--- src/rtl/neo_coin_ctrl.sv ---
// Coin counter / lockout latch: synchronises nCOUNTOUT, decodes the 68k address and drives meter coils.
// Defining NEO_COIN_OVF_EN adds the sticky per-channel pending-overflow output OVF.
module neo_coin_ctrl #(
  parameter int unsigned CHANNELS  = 2,
  parameter int unsigned MODE      = 1,
  parameter int unsigned PULSE_CYC = 24,
  parameter int unsigned GAP_CYC   = 24,
  parameter int unsigned PEND_W    = 4
) (
  input  logic                CLK_24M,
  input  logic                RESET,
  input  logic                nCOUNTOUT,
  input  logic [7:1]          M68K_ADDR,
  output logic [CHANNELS-1:0] COUNTER,
  output logic [CHANNELS-1:0] LOCKOUT,
  output logic [CHANNELS-1:0] BUSY
`ifdef NEO_COIN_OVF_EN
  ,
  output logic [CHANNELS-1:0] OVF
`endif
);

  localparam int unsigned CW      = (CHANNELS > 1) ? $clog2(CHANNELS) : 1;
  localparam int unsigned TMAX    = (PULSE_CYC > GAP_CYC) ? PULSE_CYC : GAP_CYC;
  localparam int unsigned TW      = (TMAX > 1) ? $clog2(TMAX) : 1;
  localparam logic [4:0]  CH_MASK = 5'((1 << CW) - 1);

  logic       s1, s2, s3;
  logic       wr, data, fn, valid;
  logic [4:0] ch;

  always_ff @(posedge CLK_24M or posedge RESET) begin
    if (RESET) begin
      s1 <= 1'b1;
      s2 <= 1'b1;
      s3 <= 1'b1;
    end else begin
      s1 <= nCOUNTOUT;
      s2 <= s1;
      s3 <= s2;
    end
  end

  // One write per falling edge of the strobe, however long it stays low.
  assign wr    = ~s2 & s3;
  assign data  = M68K_ADDR[7];
  assign fn    = M68K_ADDR[2];
  assign ch    = {M68K_ADDR[6:3], M68K_ADDR[1]} & CH_MASK;
  assign valid = wr && ({27'd0, ch} < CHANNELS);

  for (genvar c = 0; c < CHANNELS; c++) begin : g_ch
    logic hit, lock_q;
    assign hit = valid && (ch == 5'(c));

    always_ff @(posedge CLK_24M or posedge RESET) begin
      if (RESET)            lock_q <= 1'b0;
      else if (hit && fn)   lock_q <= data;
    end
    assign LOCKOUT[c] = lock_q;

    if (MODE == 0) begin : g_level
      logic cnt_q;
      always_ff @(posedge CLK_24M or posedge RESET) begin
        if (RESET)            cnt_q <= 1'b0;
        else if (hit && !fn)  cnt_q <= data;
      end
      assign COUNTER[c] = cnt_q;
      assign BUSY[c]    = 1'b0;
`ifdef NEO_COIN_OVF_EN
      assign OVF[c]     = 1'b0;
`endif
    end else begin : g_pulse
      typedef enum logic [1:0] {IDLE, ON, GAP} state_t;
      state_t            state, state_nx;
      logic [TW-1:0]     timer, timer_nx;
      logic [PEND_W-1:0] pend, pend_nx, pend_post;
      logic              inc, sat, cnt_o, busy_o;

      assign inc = hit && !fn && data;

      always_ff @(posedge CLK_24M or posedge RESET) begin
        if (RESET) begin
          state <= IDLE;
          timer <= '0;
          pend  <= '0;
        end else begin
          state <= state_nx;
          timer <= timer_nx;
          pend  <= pend_nx;
        end
      end

      // Saturation is judged after this cycle's dequeue, so a concurrent
      // increment and dequeue at max leaves pending full without overflow.
      always_comb begin
        state_nx  = state;
        timer_nx  = timer;
        pend_post = pend;
        case (state)
          IDLE: if (pend != '0) begin
            state_nx  = ON;
            timer_nx  = TW'(PULSE_CYC - 1);
            pend_post = pend - PEND_W'(1);
          end
          ON: if (timer == '0) begin
            state_nx = GAP;
            timer_nx = TW'(GAP_CYC - 1);
          end else begin
            timer_nx = timer - TW'(1);
          end
          GAP: if (timer == '0) state_nx = IDLE;
               else             timer_nx = timer - TW'(1);
          default: state_nx = IDLE;
        endcase
        sat     = (pend_post == '1);
        pend_nx = (inc && !sat) ? pend_post + PEND_W'(1) : pend_post;
      end

      always_comb begin
        cnt_o  = (state == ON);
        busy_o = (state != IDLE) || (pend != '0);
      end
      assign COUNTER[c] = cnt_o;
      assign BUSY[c]    = busy_o;

`ifdef NEO_COIN_OVF_EN
      logic ovf_q;
      always_ff @(posedge CLK_24M or posedge RESET) begin
        if (RESET)                      ovf_q <= 1'b0;
        else if (inc && sat)            ovf_q <= 1'b1;
        else if (hit && !fn && !data)   ovf_q <= 1'b0;
      end
      assign OVF[c] = ovf_q;
`endif
    end
  end

endmodule

--- config.mk ---
export PLATFORM = sky130hd
export DESIGN_NAME = neo_coin_ctrl
export DESIGN_NICKNAME = d
export VERILOG_FILES = /design/src/rtl/neo_coin_ctrl.sv
export SDC_FILE = /design/constraint.sdc
export NUM_CORES = 1
export LEC_CHECK = 0
export ABC_AREA = 1
export BUFFER_PORTS_ARGS = -buffer_cell sky130_fd_sc_hd__buf_2
export CORE_MARGIN = 8
export CORE_UTILIZATION = 52
export CTS_BUF_LIST = sky130_fd_sc_hd__clkbuf_16
export DETAILED_ROUTE_END_ITERATION = 12
export GPL_ROUTABILITY_DRIVEN = 0
export MAX_ROUTING_LAYER = met4
export PLACE_DENSITY = 0.82
export SETUP_SLACK_MARGIN = 0.5
export SLEW_MARGIN = 10
export SYNTH_ARGS = -nofsm -noshare
export SYNTH_HDL_FRONTEND = slang
export SYNTH_SLANG_ARGS = --single-unit
--- constraint.sdc ---
create_clock -name CLK_24M -period 2.6 [get_ports CLK_24M]
set_input_delay 0.26 -clock CLK_24M [delete_from_list [all_inputs] [get_ports CLK_24M]]
set_output_delay 0.26 -clock CLK_24M [all_outputs]
set_load 0.005 [all_outputs]
==> impl_results.md, run 1 <==
- Status: finished, final reports clean
- Area fraction of the dominant cell type after synthesis: 33.45%
- Final Util: 59.99%
- DRC violation total after the first TritonRoute iteration: 138
- CTS tree: yes
- Clock-pin slew on the worst setup and hold paths: 0.07 ns
- Antenna-violating nets left: 0
- WL/cell: 11.07 um
- Hold crit path type: in -> async
- Top cell type by total area after synthesis: dfrtp_1
- Max transition margin: 73.13%
- DP Wirelength: 2436 um
- LEAKAGE: 1.055 nW
- Post-Syn Area per Cell: 7.299 um2
- Number of synthesized register bits: 27
- FF-to-FF Start: g_ch[1].g_pulse.state[0]
- Die W: 74.76 um
- Req. time, crit path: 2.75 ns
- Core ar.: 3337 um2
- Die height: 74.76 um
- Root Buffer: clkbuf_16
- R2R Setup Slk: 0.64 ns
- Area of the multi-input gates: 928.4 um2
- Cell area after synthesis: 1795 um2
- Fin crit share: 75.49%
- Sequential cell area: 679.4 um2
- Sink Count: 27
- Initial antenna violation count: 0
- Top Usage Layer GRT: met2
- Yosys warning count: 0
- Top cell by count, worst path: nand2_1
- N_diodes: 0
- Share of cells above drive strength 1: 15.89%
- Reg2reg end: g_ch[1].g_pulse.pend[3]
- Max IR drop VDD: 535.0 uV
- Htree depth: 1
- Met3 Use GR: 2.796%
- Slowest CP cell: dfrtp_1
- Row count: 21
- Setup TNS: 0 ns
- Clk Latency, worst-skew pair: 0.26 ns
- FILL cells: 306
- Worst Path Max Fanout: 7
- Max incr delay on CP: 0.38 ns
- Fmax: 509.5 MHz
- RSZ-0062 raised after global routing: yes
- Starting Density: 53.81%
- Crit-path cells: inv_1, ha_1, nand3_1, and2_1, ha_2, nand2_2, nor2_1, nor2_2, nand2_1, nand2_1, nand2_1
- Final wirelength: 3364 um
- DRC Markers: 0
- Clock skew: 0.002544 ns
- Cells on worst reg2reg path: 11
- First-pass GRT wire length: 5823 um
- Met1 Usage GRT: 15.32%
- Via count: 1504
- GRT Residual Overflow: 0
- CP startpoint kind: flip-flop
- Met2 Use GR: 23.43%
- Final WS setup: 0.6372 ns
- Largest net degree at the start of global routing: 28
- Final Critical Period: 1.963 ns
- Gr usage total: 13.70%
- Final Hold Vio Count: 0
- Die ar.: 5589 um2
- Pwr/cell area: 792.1 nW/um2
- Syn Inst Count: 246
- Max Buffers Root-to-Sink: 2
- Top cells by area, synth: dfrtp_1 33%, nand2_1 13%, ha_1 9.8%
- # Max-Cap Violations: 0
- Inserted Clock Buffers: 3
- Nets: 283
- Pre-CTS worst setup slack: 0.5383 ns
- Final setup vio count: 0
- IO buf count: 11
- Critical Path End Type: flip-flop
- I/O pin count: 16
- Crit Path Class: reg -> reg
- Number of global-route vias before repair: 1432
- Drt via density: 4.947
- Crit path DAT: 2.12 ns
- Max Transition Viols Final: 0
- DR pass1 iterations: 4
- Area grow syn2layout: 11.50%
- Syn nets: 270
- Sequential area share after synthesis: 37.84%
- Slew @ Worst Pin: 0.4016 ns
- Cell variety after synth: 25
placed cells by master (no fill, tap or decap), drive strengths merged:
master and instances:
o21ai 22, xor2 4, nand3b 1, buf 14, nand3 17, xnor2 1, o211ai 2, inv 49
nand4 5, nor2 25, dfstp 3, clkbuf 3, o31ai 2, and2 1, nand2 61, dfrtp 24
nor3 1, ha 14, o21bai 1, a21oi 8
how the worst max path moves through the flow:
stage	start	end	slack (ns)	cells after the start
6_report	g_ch[1].g_pulse.state[0]	g_ch[1].g_pulse.pend[3]	0.64	11
4_1_cts	g_ch[1].g_pulse.pend[0]	g_ch[1].g_pulse.pend[3]	0.53	15
3_3_place_gp	g_ch[1].g_pulse.pend[0]	g_ch[1].g_pulse.pend[3]	0.59	15
2_1_floorplan	g_ch[1].g_pulse.pend[0]	g_ch[1].g_pulse.pend[3]	0.74	15
5_1_grt	g_ch[1].g_pulse.state[0]	g_ch[1].g_pulse.pend[3]	0.44	11
3_5_place_dp	g_ch[1].g_pulse.pend[0]	g_ch[1].g_pulse.pend[3]	0.54	15
flip-flops by register name, indices dropped and copies added, names as in the netlist:
name and count:
g_ch.g_pulse.timer 10, g_ch.g_pulse.state 4, g_ch.g_pulse.pend 8, s3 1, g_ch.lock_q 2, s1 1, s2 1
cell usage after synthesis:
| master | number |
|---|---|
| o31ai_1 | 2 |
| nand3_1 | 15 |
| o21bai_1 | 1 |
| nand4_1 | 5 |
| and2_1 | 1 |
| nor2_1 | 21 |
| nor3_1 | 1 |
| o21ai_1 | 2 |
| nand3_2 | 2 |
| inv_1 | 46 |
| o21ai_2 | 1 |
| inv_2 | 2 |
| xnor2_1 | 1 |
| nand2_2 | 1 |
| o21ai_0 | 19 |
| xor2_1 | 4 |
| dfrtp_1 | 24 |
| dfstp_2 | 3 |
| nand2_1 | 60 |
| ha_1 | 14 |
| buf_4 | 6 |
| nand3b_1 | 1 |
| o211ai_1 | 2 |
| a21oi_1 | 8 |
| nor2_2 | 4 |
metal layers:
metal,part of all wire (%),up-vias
met5,0,-
met4,0.98,0
met3,3.4,4
met2,51,25
met1,45,688
li1,-,787
cell type report:
| type | instances | share of cell area, % |
|---|---|---|
| multi-input combinational | 165 | 46.37 |
| sequential | 27 | 33.94 |
| inverter | 48 | 9.000 |
| timing repair buffer | 14 | 3.875 |
| clock buffer | 3 | 3.750 |
| tap | 46 | 2.875 |
| clock inverter | 1 | 0.1875 |
report_power, final:
group	switching, W	leakage [nW]	total [W]	internal [W]
combinational	0.000451	0.656	0.000723	0.000272
sequential	0.0000338	0.356	0.000516	0.000483
clock	0.000140	0.0423	0.000346	0.000206
through the flow:
| stage | cell area (um2) | instances | hold slack (ns) | power, W |
|---|---|---|---|---|
| 6_report | 2002 | 304 | 0.04523 | 0.001586 |
| 5_1_grt | 2002 | 304 | 0.08551 | 0.001728 |
| 4_1_cts | 1949 | 302 | 0.06102 | 0.001527 |
| 3_5_place_dp | 1871 | 298 | 0.3429 | 0.001170 |
| 3_3_place_gp | 1871 | 298 | 0.3382 | 0.001137 |
| 2_1_floorplan | 1795 | 246 | 0.2645 | 0.001053 |
critical path: cells and delay by family (launching register included):
kind / cells / cell delay (ns)
AND/OR/NAND/NOR: 8 / 0.80
adder cells (fa/ha/maj): 2 / 0.54
flip-flops: 1 / 0.38
buffers and inverters: 1 / 0.12
timing repair:
action | in CTS | in global routing
hold buffers | 0 | 0
setup endpoints to repair | 0 | 6
setup buffers | 0 | 2
resized for setup | 0 | 13
cell families (layout without fill, tap and decap cells):
group	Yosys count	count (layout)	share of synthesized area [%]
buffers and inverters	54	66	12.54
adders and majority gates	14	14	9.756
DFF	27	27	37.84
xor gates and xnor gates	5	5	2.439
AOI/OAI and AO/OA	35	35	10.66
and+or+nand+nor	111	111	26.76
(Power assumes the default switching activity.)
==> run 2, diff against run 1 <==
--- a/config.mk
+++ b/config.mk
@@ -5,7 +5,7 @@
 export SDC_FILE = /design/constraint.sdc
 export NUM_CORES = 1
 export LEC_CHECK = 0
-export ABC_AREA = 1
+export ABC_AREA = 0
 export BUFFER_PORTS_ARGS = -buffer_cell sky130_fd_sc_hd__buf_2
 export CORE_MARGIN = 8
 export CORE_UTILIZATION = 52
==> constraint.sdc (replaced) <==
create_clock -name CLK_24M -period 1.9 [get_ports CLK_24M]
set_input_delay 0.19 -clock CLK_24M [delete_from_list [all_inputs] [get_ports CLK_24M]]
set_output_delay 0.19 -clock CLK_24M [all_outputs]
set_load 0.005 [all_outputs]
==> impl_results.md, run 2 <==
- Top cell type by total area after synthesis: dfrtp_1
- Die height: 76.12 um (+1.8%)
- Final setup vio count: 8 (+8)
- Final Hold Vio Count: 24 (+24)
- FF-to-FF Start: g_ch[1].g_pulse.pend[1]
- # Max-Cap Violations: 0 (unchanged)
- Most frequent cells in the layout: 39 x buf_4, 24 x dfrtp_1, 22 x buf_6
- Area fraction of the dominant cell type after synthesis: 31.96% (-1.5 points)
- Die W: 76.12 um (+1.8%)
- Sink Count: 27 (unchanged)
- Row count: 22 (+4.8%)
- CP startpoint kind: flip-flop
- DRC Markers: 0 (unchanged)
- Number of global-route vias before repair: 1821 (+27%)
- Hold Slack: -0.02529 ns (-0.07052 ns)
- Max FFs per register: 10 (unchanged)
- Max Buffers Root-to-Sink: 2 (unchanged)
- Failing checks: negative hold slack, negative setup slack
- Final Util: 83.74% (+24 points)
- Fmax: 454.2 MHz (-11%)
- WL/cell: 19.89 um (+80%)
- Crit path to: g_ch[1].g_pulse.pend[1]
- Final wirelength: 5966 um (+77%)
- Antenna-violating nets left: 0 (unchanged)
- Largest net degree at the start of global routing: 28 (unchanged)
- Worst Path Max Fanout: 3 (-4)
- Yosys warning count: 0 (unchanged)
- N_diodes: 0 (unchanged)
- Clk Latency, worst-skew pair: 0.27 ns (about the same)
- RSZ-0062 raised after global routing: yes
- Initial antenna violation count: 0 (unchanged)
- Inserted Clock Buffers: 3 (unchanged)
- Cell variety after synth: 50 (+100%)
- Crit path DAT: 2.35 ns (+0.23 ns)
- Fin cells: 300 (-1.3%)
- Setup TNS: -1.476 ns (-1.476 ns)
- Syn Inst Count: 184 (-25%)
- Cells on worst reg2reg path: 8 (-3)
- Core ar.: 3578 um2 (+7.2%)
- DR pass1 iterations: 4 (unchanged)
- DP Wirelength: 3146 um (+29%)
- Nets: 277 (-2.1%)
- Drt via density: 5.930 (+20%)
- Clock skew: 0.007891 ns (+0.005347 ns)
- Critical Path End Type: flip-flop
- Status: complete, but fails checks
- Final WS setup: -0.3016 ns (-0.9388 ns)
- Clock-pin slew on the worst setup and hold paths: 0.07 ns (about the same)
- Dpl cells: 264 (-11%)
- Predominant post-synthesis flop cell: dfrtp_1
- Hold_buf cts: 0 (unchanged)
- DRC violation total after the first TritonRoute iteration: 112 (-19%)
- FILL cells: 165 (-46%)
- Number of synthesized register bits: 27 (unchanged)
- Via count: 1779 (+18%)
- Starting Density: 52.52% (-1.3 points)
- Req. time, crit path: 2.05 ns (-0.70 ns)
- Fin crit share: 115.9% (+40 points)
- GRT Residual Overflow: 0 (unchanged)
- Max IR drop VDD: 580.3 uV (+8.5%)
- Crit Path Class: reg -> reg
- Reg2reg end: g_ch[1].g_pulse.pend[1]
- Post-synth EDFFs: 0 (unchanged)
- IO buf count: 11 (unchanged)
- Syn nets: 208 (-23%)
- Final Critical Period: 2.202 ns (+0.2388 ns)
- First-pass GRT wire length: 8666 um (+49%)
- Htree depth: 1 (unchanged)
- R2R Setup Slk: -0.30 ns (-0.94 ns)
- LEAKAGE: 1.378 nW (+31%)
- Die ar.: 5793 um2 (+3.7%)
- Max Transition Viols Final: 0 (unchanged)
- Gr usage total: 18.62% (+4.9 points)
- Sequential area share after synthesis: 36.15% (-1.7 points)
- Root Buffer: clkbuf_16
- Biggest regs: g_ch.g_pulse.timer: 10 flops, g_ch.g_pulse.pend: 8 flops, g_ch.g_pulse.state: 4 flops
- Most common cell after layout, fill and taps aside: buf_4
- Power, Total: 0.002985 W (+88%)
- Share of cells above drive strength 1: 61.11% (+45 points)
- CP startpoint: g_ch[1].g_pulse.pend[1]
- Area grow syn2layout: 59.45%
- Ys async rst share: 100.0% (unchanged)
- Most numerous cell in the Yosys netlist: dfrtp_1
- Post-Syn Area per Cell: 10.21 um2 (+40%)
- Post-synth top cells: 24 x dfrtp_1, 17 x inv_1, 14 x ha_1, 14 x nor2_1, 12 x a21oi_1
- Cell area after synthesis: 1879 um2 (+4.7%)
- I/O pin count: 16 (unchanged)
- CTS tree: yes
- Pwr/cell area: 996.2 nW/um2 (+26%)
- Max transition margin: 73.83% (+0.70 points)
- Largest Register: g_ch.g_pulse.timer
- Slew @ Worst Pin: 0.3817 ns (-0.01990 ns)
- Top cells by area, synth: dfrtp_1 32%, ha_1 9.3%, dfstp_2 4.2%
- Hold crit path type: in -> async
==> run 2: changes by cell type after synthesis, moves of 4 or more <==
cell,change
a21oi_1,+4
inv_1,-29
mux2_2,+5
mux2i_1,+5
nand2_1,-55
nand2b_1,+5
nand3_1,-14
nand4_1,-5
nor2_1,-7
nor2_2,-4
nor3b_1,+4
o21ai_0,-10
o22a_1,+4
xor2_1,-4
==> run 2: per-layer routing <==
layer  track usage, %  share of wire [%]  up-vias
met1            18.47                 39      893
li1                 -                  -      813
met4            7.308                2.6        0
met3            3.538                4.4       16
met2            34.79                 54       57
met5                -                  0        -
==> run 2: worst min-delay path by stage <==
stage / cells past startpoint / end
floorplan: 0 / s1
global placement: 3 / g_ch[0].g_pulse.timer[1]
detailed placement: 3 / g_ch[0].g_pulse.timer[1]
CTS: 3 / g_ch[0].g_pulse.state[0]
global route: 1 / s1
finish: 3 / g_ch[0].g_pulse.state[0]
==> run 2: through the flow <==
step	area [um2]	worst slack, ns
finish	2997	-0.3016
global route	2997	-0.3588
CTS	2750	-0.2102
detailed placement	2323	-0.2809
global placement	2323	-0.1748
floorplan	2051	-0.2331
==> run 2: final cells by class <==
| class | instances | area [um2] | area share, % |
|---|---|---|---|
| multi-input combinational | 134 | 1509 | 50.36 |
| inverter | 17 | 68.82 | 2.296 |
| timing repair buffer | 70 | 600.6 | 20.04 |
| sequential | 27 | 679.4 | 22.67 |
| clock buffer | 3 | 75.07 | 2.505 |
| tap | 48 | 60.06 | 2.004 |
| clock inverter | 1 | 3.754 | 0.1253 |
==> run 2: report_power, final <==
group          total [W]  internal, W  switching [W]
logic            0.00174     0.000931       0.000805
registers       0.000755     0.000676      0.0000787
clock network   0.000494     0.000283       0.000211
==> run 2: critical path, cell delays in order (launching register included) <==
cell and delay [ns]:
dfrtp_1 0.41, inv_2 0.08, ha_4 0.14, or4bb_1 0.40, o211ai_2 0.11, ha_2 0.25
inv_2 0.05, o311ai_4 0.29, mux2_4 0.35
==> run 2: cells by family (layout without fill, tap and decap cells) <==
family,count (synthesis),in the layout,share of synthesized area (%)
compound gates,47,47,18.64
xor+xnor,2,2,0.9323
fa+ha+maj,14,14,9.321
buf+inv,23,91,5.792
flops,27,27,36.15
mux,11,11,6.458
simple gates,60,60,22.70
==> run 2: repair_timing <==
action,4_1_cts,5_1_grt
pin swaps,23,18
setup endpoints to repair,24,25
resized for setup,45,31
gates cloned,0,0
buffers inserted,18,14
